==> src/rtl/ws2811_pkg.sv <==
// Shared types and constants for the WS2811 frame sequencer and its pixel datapath.
package ws2811_pkg;

    typedef enum logic [2:0] {
        ST_IDLE,
        ST_DRAIN,
        ST_FETCH,
        ST_LOAD,
        ST_SEND,
        ST_WAIT_TX,
        ST_LATCH,
        ST_DONE
    } state_e;

    localparam int unsigned ORDER_RGB      = 0;
    localparam int unsigned ORDER_GRB      = 1;
    localparam int unsigned TX_ACK_TIMEOUT = 8;
    localparam int unsigned TMO_W          = $clog2(TX_ACK_TIMEOUT);

    typedef struct packed {
        logic [7:0] r;
        logic [7:0] g;
        logic [7:0] b;
    } pixel_t;

    function automatic int unsigned latch_cycles(input int unsigned clock_hz,
                                                 input int unsigned reset_us);
        return (clock_hz / 1_000_000) * reset_us;
    endfunction

    // 8x9-bit product so that bright=255 maps to identity and 0 to black.
    function automatic logic [7:0] scale8(input logic [7:0] c, input logic [7:0] bright);
        logic [16:0] prod;
        prod = 17'(c) * 17'({1'b0, bright} + 9'd1);
        return 8'(prod >> 8);
    endfunction

endpackage

==> src/rtl/ws2811_pixel_scaler.sv <==
// Combinational global-brightness scale followed by the wire colour-order swizzle.
module ws2811_pixel_scaler
    import ws2811_pkg::*;
#(
    parameter int unsigned COLOR_ORDER = ORDER_RGB
) (
    input  logic [23:0] pix_i,
    input  logic [7:0]  bright_i,
    output logic [23:0] scaled_c_o
);

    pixel_t     pix;
    logic [7:0] r;
    logic [7:0] g;
    logic [7:0] b;

    always_comb begin
        pix = pixel_t'(pix_i);
        r   = scale8(pix.r, bright_i);
        g   = scale8(pix.g, bright_i);
        b   = scale8(pix.b, bright_i);
        if (COLOR_ORDER == ORDER_GRB) begin
            scaled_c_o = {g, r, b};
        end else begin
            scaled_c_o = {r, g, b};
        end
    end

endmodule

==> src/rtl/ws2811_frame_sequencer.sv <==
// Walks the pixel RAM, scales/swizzles each pixel, hands it to the WS2811 transmitter
// and holds the line low for the latch gap before reporting frame done.
module ws2811_frame_sequencer
    import ws2811_pkg::*;
#(
    parameter int unsigned CLOCK_SPEED = 50_000_000,
    parameter int unsigned LED_COUNT   = 64,
    parameter int unsigned RESET_US    = 60,
    parameter int unsigned COLOR_ORDER = ORDER_RGB,
    parameter int unsigned ADDR_WIDTH  = (LED_COUNT > 1) ? $clog2(LED_COUNT) : 1
) (
    input  logic                  clkIN,
    input  logic                  resetIN,
    input  logic                  frameStartIN,
    input  logic [7:0]            brightnessIN,
    output logic [ADDR_WIDTH-1:0] pixAddrOUT,
    output logic                  pixRdOUT,
    input  logic [23:0]           pixDataIN,
    output logic                  txStartOUT,
    output logic [23:0]           txDataOUT,
    input  logic                  txBusyIN,
    output logic                  busyOUT,
    output logic                  frameDoneOUT,
    output logic                  errorOUT
);

    localparam int unsigned LATCH_CYCLES = latch_cycles(CLOCK_SPEED, RESET_US);
    localparam int unsigned LATCH_W      = (LATCH_CYCLES > 0) ? $clog2(LATCH_CYCLES + 1) : 1;
    localparam int unsigned LAST_IDX     = LED_COUNT - 1;

    state_e                state_q, state_d;
    logic [ADDR_WIDTH-1:0] index_q, index_d;
    logic [7:0]            bright_q, bright_d;
    logic [TMO_W-1:0]      tmo_q, tmo_d;
    logic [LATCH_W-1:0]    latch_q, latch_d;
    logic [ADDR_WIDTH-1:0] pix_addr_q, pix_addr_d;
    logic                  pix_rd_q, pix_rd_d;
    logic                  tx_start_q, tx_start_d;
    logic [23:0]           tx_data_q, tx_data_d;
    logic                  busy_q, busy_d;
    logic                  done_q, done_d;
    logic                  error_q, error_d;
    logic [23:0]           scaled_c;
    logic                  last_pix_c;

    ws2811_pixel_scaler #(
        .COLOR_ORDER (COLOR_ORDER)
    ) u_scaler (
        .pix_i      (pixDataIN),
        .bright_i   (bright_q),
        .scaled_c_o (scaled_c)
    );

    assign last_pix_c = (index_q == ADDR_WIDTH'(LAST_IDX));

    always_ff @(posedge clkIN) begin
        if (resetIN) begin
            state_q    <= ST_IDLE;
            index_q    <= '0;
            bright_q   <= '0;
            tmo_q      <= '0;
            latch_q    <= '0;
            pix_addr_q <= '0;
            pix_rd_q   <= 1'b0;
            tx_start_q <= 1'b0;
            tx_data_q  <= '0;
            busy_q     <= 1'b0;
            done_q     <= 1'b0;
            error_q    <= 1'b0;
        end else begin
            state_q    <= state_d;
            index_q    <= index_d;
            bright_q   <= bright_d;
            tmo_q      <= tmo_d;
            latch_q    <= latch_d;
            pix_addr_q <= pix_addr_d;
            pix_rd_q   <= pix_rd_d;
            tx_start_q <= tx_start_d;
            tx_data_q  <= tx_data_d;
            busy_q     <= busy_d;
            done_q     <= done_d;
            error_q    <= error_d;
        end
    end

    // DRAIN lets a pixel still on the wire after a reset finish before we fetch.
    always_comb begin
        state_d = state_q;
        case (state_q)
            ST_IDLE:    if (frameStartIN) state_d = ST_DRAIN;
            ST_DRAIN:   if (!txBusyIN) state_d = ST_FETCH;
            ST_FETCH:   state_d = ST_LOAD;
            ST_LOAD:    state_d = ST_SEND;
            ST_SEND: begin
                if (txBusyIN) begin
                    state_d = ST_WAIT_TX;
                end else if (tmo_q == TMO_W'(TX_ACK_TIMEOUT - 1)) begin
                    state_d = ST_LATCH;
                end
            end
            ST_WAIT_TX: if (!txBusyIN) state_d = last_pix_c ? ST_LATCH : ST_FETCH;
            ST_LATCH:   if (latch_q == '0) state_d = ST_DONE;
            ST_DONE:    state_d = ST_IDLE;
            default:    state_d = ST_IDLE;
        endcase
    end

    // Outputs are decoded from the next state so each registered strobe lines up with its state.
    always_comb begin
        index_d    = index_q;
        bright_d   = bright_q;
        tmo_d      = '0;
        latch_d    = latch_q;
        tx_data_d  = tx_data_q;
        error_d    = error_q;
        pix_addr_d = pix_addr_q;
        pix_rd_d   = (state_d == ST_FETCH);
        tx_start_d = (state_d == ST_SEND);
        busy_d     = (state_d != ST_IDLE) && (state_d != ST_DONE);
        done_d     = (state_d == ST_DONE);
        case (state_q)
            ST_IDLE: begin
                if (frameStartIN) begin
                    bright_d = brightnessIN;
                    index_d  = '0;
                end
            end
            ST_LOAD:    tx_data_d = scaled_c;
            ST_SEND: begin
                tmo_d = tmo_q + 1'b1;
                if (state_d == ST_LATCH) error_d = 1'b1;
            end
            ST_WAIT_TX: if (state_d == ST_FETCH) index_d = index_q + 1'b1;
            ST_LATCH:   if (latch_q != '0) latch_d = latch_q - 1'b1;
            default: ;
        endcase
        if ((state_d == ST_LATCH) && (state_q != ST_LATCH)) latch_d = LATCH_W'(LATCH_CYCLES);
        if (pix_rd_d) pix_addr_d = index_d;
    end

    assign pixAddrOUT   = pix_addr_q;
    assign pixRdOUT     = pix_rd_q;
    assign txStartOUT   = tx_start_q;
    assign txDataOUT    = tx_data_q;
    assign busyOUT      = busy_q;
    assign frameDoneOUT = done_q;
    assign errorOUT     = error_q;

endmodule

==> config.mk <==
export PLATFORM = sky130hd
export DESIGN_NAME = ws2811_frame_sequencer
export DESIGN_NICKNAME = d
export VERILOG_FILES = /design/src/rtl/ws2811_pkg.sv /design/src/rtl/ws2811_pixel_scaler.sv /design/src/rtl/ws2811_frame_sequencer.sv
export SDC_FILE = /design/constraint.sdc
export NUM_CORES = 1
export LEC_CHECK = 0
export ABC_AREA = 1
export BUFFER_PORTS_ARGS = -buffer_cell sky130_fd_sc_hd__buf_2
export CAP_MARGIN = 25
export CORE_ASPECT_RATIO = 0.8
export CORE_MARGIN = 4
export CORE_UTILIZATION = 36
export DETAILED_ROUTE_END_ITERATION = 6
export PLACE_DENSITY = 0.62
export SYNTH_ARGS = -nofsm -noshare
export SYNTH_HDL_FRONTEND = slang
export SYNTH_SLANG_ARGS = --single-unit
==> constraint.sdc <==
create_clock -name clkIN -period 6 [get_ports clkIN]
set_clock_uncertainty 0.1 [all_clocks]
set_input_delay 1.2 -clock clkIN [delete_from_list [all_inputs] [get_ports clkIN]]
set_output_delay 1.2 -clock clkIN [all_outputs]
set_load 0.02 [all_outputs]
==> impl_metrics.tcl <==
set metrics [dict create \
    required_ns 6.13 \
    cts_buffer_depth 2 \
    h-tree-depth 3 \
    gp_congestion 0.9211 \
    ctsResizeCount 0 \
    critical_path.max_fanout 18 \
    r2r-start "bright_q[0]$_SDFFE_PP0P_" \
    wl_met3_um 1504 \
    numCtsBuffers 9 \
    dr.pass1.iters 5 \
    routed_wl_um 26230 \
    hold_viol 0 \
    min_period_over_period_pct 90.06 \
    nets 1743 \
    routed.top_layer "met4" \
    r2r_slack_ns 0.60 \
    finalSetupViolations 0 \
    relSlewSlack_pct 45.08 \
    netlist_area_um2 9917 \
    yosysSeqAreaShare_pct 13.53 \
    timing_worst_setup_path_type "flop to flop" \
    cp.buffers_inverters 4 \
    antenna_found_initial 2 \
    rr_endpoint "txDataOUT[14]$_SDFFE_PP0P_" \
    dp_slack_ns 0.6604 \
    grt_pass1_wl_um 44800 \
    track_usage_pct 17.72 \
    cts_setup_buffers 0 \
    fmax_ghz 0.1851 \
    dpl_cell_area_um2 10680 \
    avgViaCountPerCell 4.796 \
    cp_slowest_stage_delay_ns 0.50 \
    dp_hpwl_um 21260 \
    syn_avg_cell_area_um2 6.994 \
    clkTransAtPathRegs_ns 0.05 \
    grt-ovfl-total 0 \
    tightest_slew_ns 0.8215 \
    rsz0062_at_grt "no" \
    grt_pass1_vias 9125 \
    reg2regPathDepth 23 \
    antenna_left 0 \
    worstPathArrival_ns 5.54 \
    cts.sinks 67 \
    m1WireLength_um 12990 \
    layout_common_cells "inv_1 (297), nand2_1 (273), nor2_1 (241)" \
    drive_gt1_share_pct 8.926 \
    synthCells 1418 \
    synth_top_area_share_pct 24.22 \
    crit_cells 23 \
    cpLargestDelayFamily "adder cells" \
    core_area_um2 27230 \
    std_cell_rows 54 \
    drc_errors 0 \
    cp-start-kind "flop" \
    cts_tree "yes" \
    finalSetupTns_ns 0 \
    ys_ff_latch 67 \
    vias 8902 \
    syn_nets 1675 \
    clk_latency_ns 0.34 \
    p_per_area_nw_per_um2 234.6 \
    fp.dieArea_um2 30280 \
    synth_area_leaders "fa_1 (24%), dfxtp_1 (14%), ha_1 (13%), inv_1 (11%), nand2_1 (10%)" \
    grt_max_degree 32 \
    wl_met2_um 11270 \
    final_common_cell "inv_1" \
    io_pins 71 \
    hold_buffers 0 \
    outcome "complete, no violations" \
    min_path_type "flop to flop" \
    synthToLayoutAreaGrowth_pct 10.94 \
    maxSlewViolCount 0 \
    start_util_pct 36.42 \
    crit_path_top_delay_cell "fa_1" \
    multiInputGateArea_um2 7283 \
    yosysWarnings 0 \
    cap_violations 0 \
    holdPathEnd "tmo_q[0]$_SDFF_PP0_" \
    endpoint_kind "flop" \
    setup_slack_ns 0.5965 \
    hold_depth 1 \
    fp.dieW_um 193.6 \
    nFillCells 2892 \
    wl_per_cell_um 14.13 \
    leakagePower_uw 0.006254 \
    irDropWorstVdd_uv 138.1 \
    seqCellArea_um2 1341 \
    yosys.cell_types.count 41 \
    portBuffers 70 \
    path_cells "ha_1 -> nand2_1 -> nor2_1 -> nand2_1 -> nor2_2 -> xor2_2 -> inv_2 -> nor2_1 -> fa_1 -> fa_1 -> fa_1 -> inv_1 -> fa_1 -> inv_1 -> ha_1 -> a21oi_1 -> nand2_1 -> a21oi_1 -> nand2_1 -> nand2_1 -> nand3_1 -> nand2_1 -> inv_1" \
    min_period_ns 5.403 \
    die_y_um 156.5 \
    clockRootBuffer "clkbuf_16" \
    drt_iter0_drc 627 \
    critical_path.most_common_cell "nand2_1" \
    whs_ns 0.3331 \
    synth.largest_area_cell "fa_1" \
    hp-start "tmo_q[0]$_SDFF_PP0_" \
    post-route-cell-area_um2 11000 \
]
power by group:
group	internal, µW	switching, µW
logic	564	1020
clock network	322	210
registers	456	8.60
total	1340	1240
cells by family (layout without fill, tap and decap cells):
group                    Yosys count  in the layout  synth area share, %
AO/OA/AOI/OAI                    131            131                7.330
AND/OR/NAND/NOR                  642            642                27.04
other                              0              2                    0
XOR/XNOR                          23             23                2.107
flip-flops                        67             67                13.53
adder cells (fa/ha/maj)          221            221                36.97
buffers and inverters            334            406                13.03
through the flow:
step | std cells | total power [µW] | util, %
after floorplan | 1418 | 1651 | -
after global placement | 1838 | 2031 | 39.21
after detailed placement | 1838 | 2038 | 39.21
after CTS | 1853 | 2598 | 40.29
after global routing | 1855 | 2889 | 40.40
final | 1856 | 2581 | 40.41
worst max path at each step:
| stage | start | to | slack (ns) |
|---|---|---|---|
| finish | bright_q[0]$_SDFFE_PP0P_ | txDataOUT[14]$_SDFFE_PP0P_ | 0.60 |
| global route | bright_q[0]$_SDFFE_PP0P_ | txDataOUT[23]$_SDFFE_PP0P_ | 0.18 |
| CTS | bright_q[0]$_SDFFE_PP0P_ | txDataOUT[14]$_SDFFE_PP0P_ | 0.62 |
| detailed placement | bright_q[0]$_SDFFE_PP0P_ | txDataOUT[23]$_SDFFE_PP0P_ | 0.66 |
| global placement | pixDataIN[4] | txDataOUT[2]$_SDFFE_PP0P_ | 0.79 |
| floorplan | bright_q[0]$_SDFFE_PP0P_ | txDataOUT[18]$_SDFFE_PP0P_ | 1.17 |
final cells by class:
cell class | instances | share of cell area, %
Antenna cell | 2 | 0.04549
Clock buffer | 10 | 2.081
Clock inverter | 5 | 0.5800
Inverter | 308 | 10.51
Multi-Input combinational cell | 1017 | 66.20
Sequential cell | 67 | 12.19
Tap cell | 364 | 4.140
Timing Repair Buffer | 83 | 4.253
sequential cells by signal (all words and copies together), names as in the netlist:
| signal | flops |
|---|---|
| txDataOUT | 24 |
| latch_q | 12 |
| bright_q | 8 |
| index_q | 6 |
| pixAddrOUT | 6 |
| state_q | 3 |
| tmo_q | 3 |
| busyOUT | 1 |
| errorOUT | 1 |
| frameDoneOUT | 1 |
| pixRdOUT | 1 |
| txStartOUT | 1 |
routing by layer:
layer	up-vias	GRT usage (%)
li1	4459	-
met1	4178	25.06
met2	230	28.51
met3	35	3.035
met4	0	4.382
met5	-	0
Yosys cell counts:
cell / instances
ha_1: 101
a21o_1: 4
a31o_2: 1
nand2_2: 6
nor2_2: 3
and3_1: 3
fa_1: 120
xor2_2: 1
inv_1: 297
nand4_1: 15
xor2_1: 13
buf_2: 4
xnor2_1: 9
nand3_1: 67
buf_4: 3
clkinv_1: 1
o21bai_1: 6
nor3_1: 16
and2_1: 3
or2_2: 2
nor2_4: 4
o21ai_2: 2
nand3_2: 3
nand2_1: 273
a21oi_1: 56
nor2_1: 241
dfxtp_1: 67
nor3_2: 1
o221ai_1: 5
nand2_4: 2
o211a_1: 1
inv_2: 10
o211ai_1: 1
buf_6: 3
o21ai_1: 2
buf_1: 1
clkbuf_1: 15
a31oi_1: 7
o21ai_0: 46
or2_0: 2
nor3_4: 1
worst register-to-register path: cells and delay by family (launching register included):
family / cells / cell delay [ns]
adders and majority gates: 6 / 2.50
AOI/OAI and AO/OA: 2 / 0.55
xor gates and xnor gates: 1 / 0.36
buffers and inverters: 4 / 0.41
and+or+nand+nor: 10 / 1.01
DFF: 1 / 0.39
Note: power is estimated with default switching activity, not from simulation.
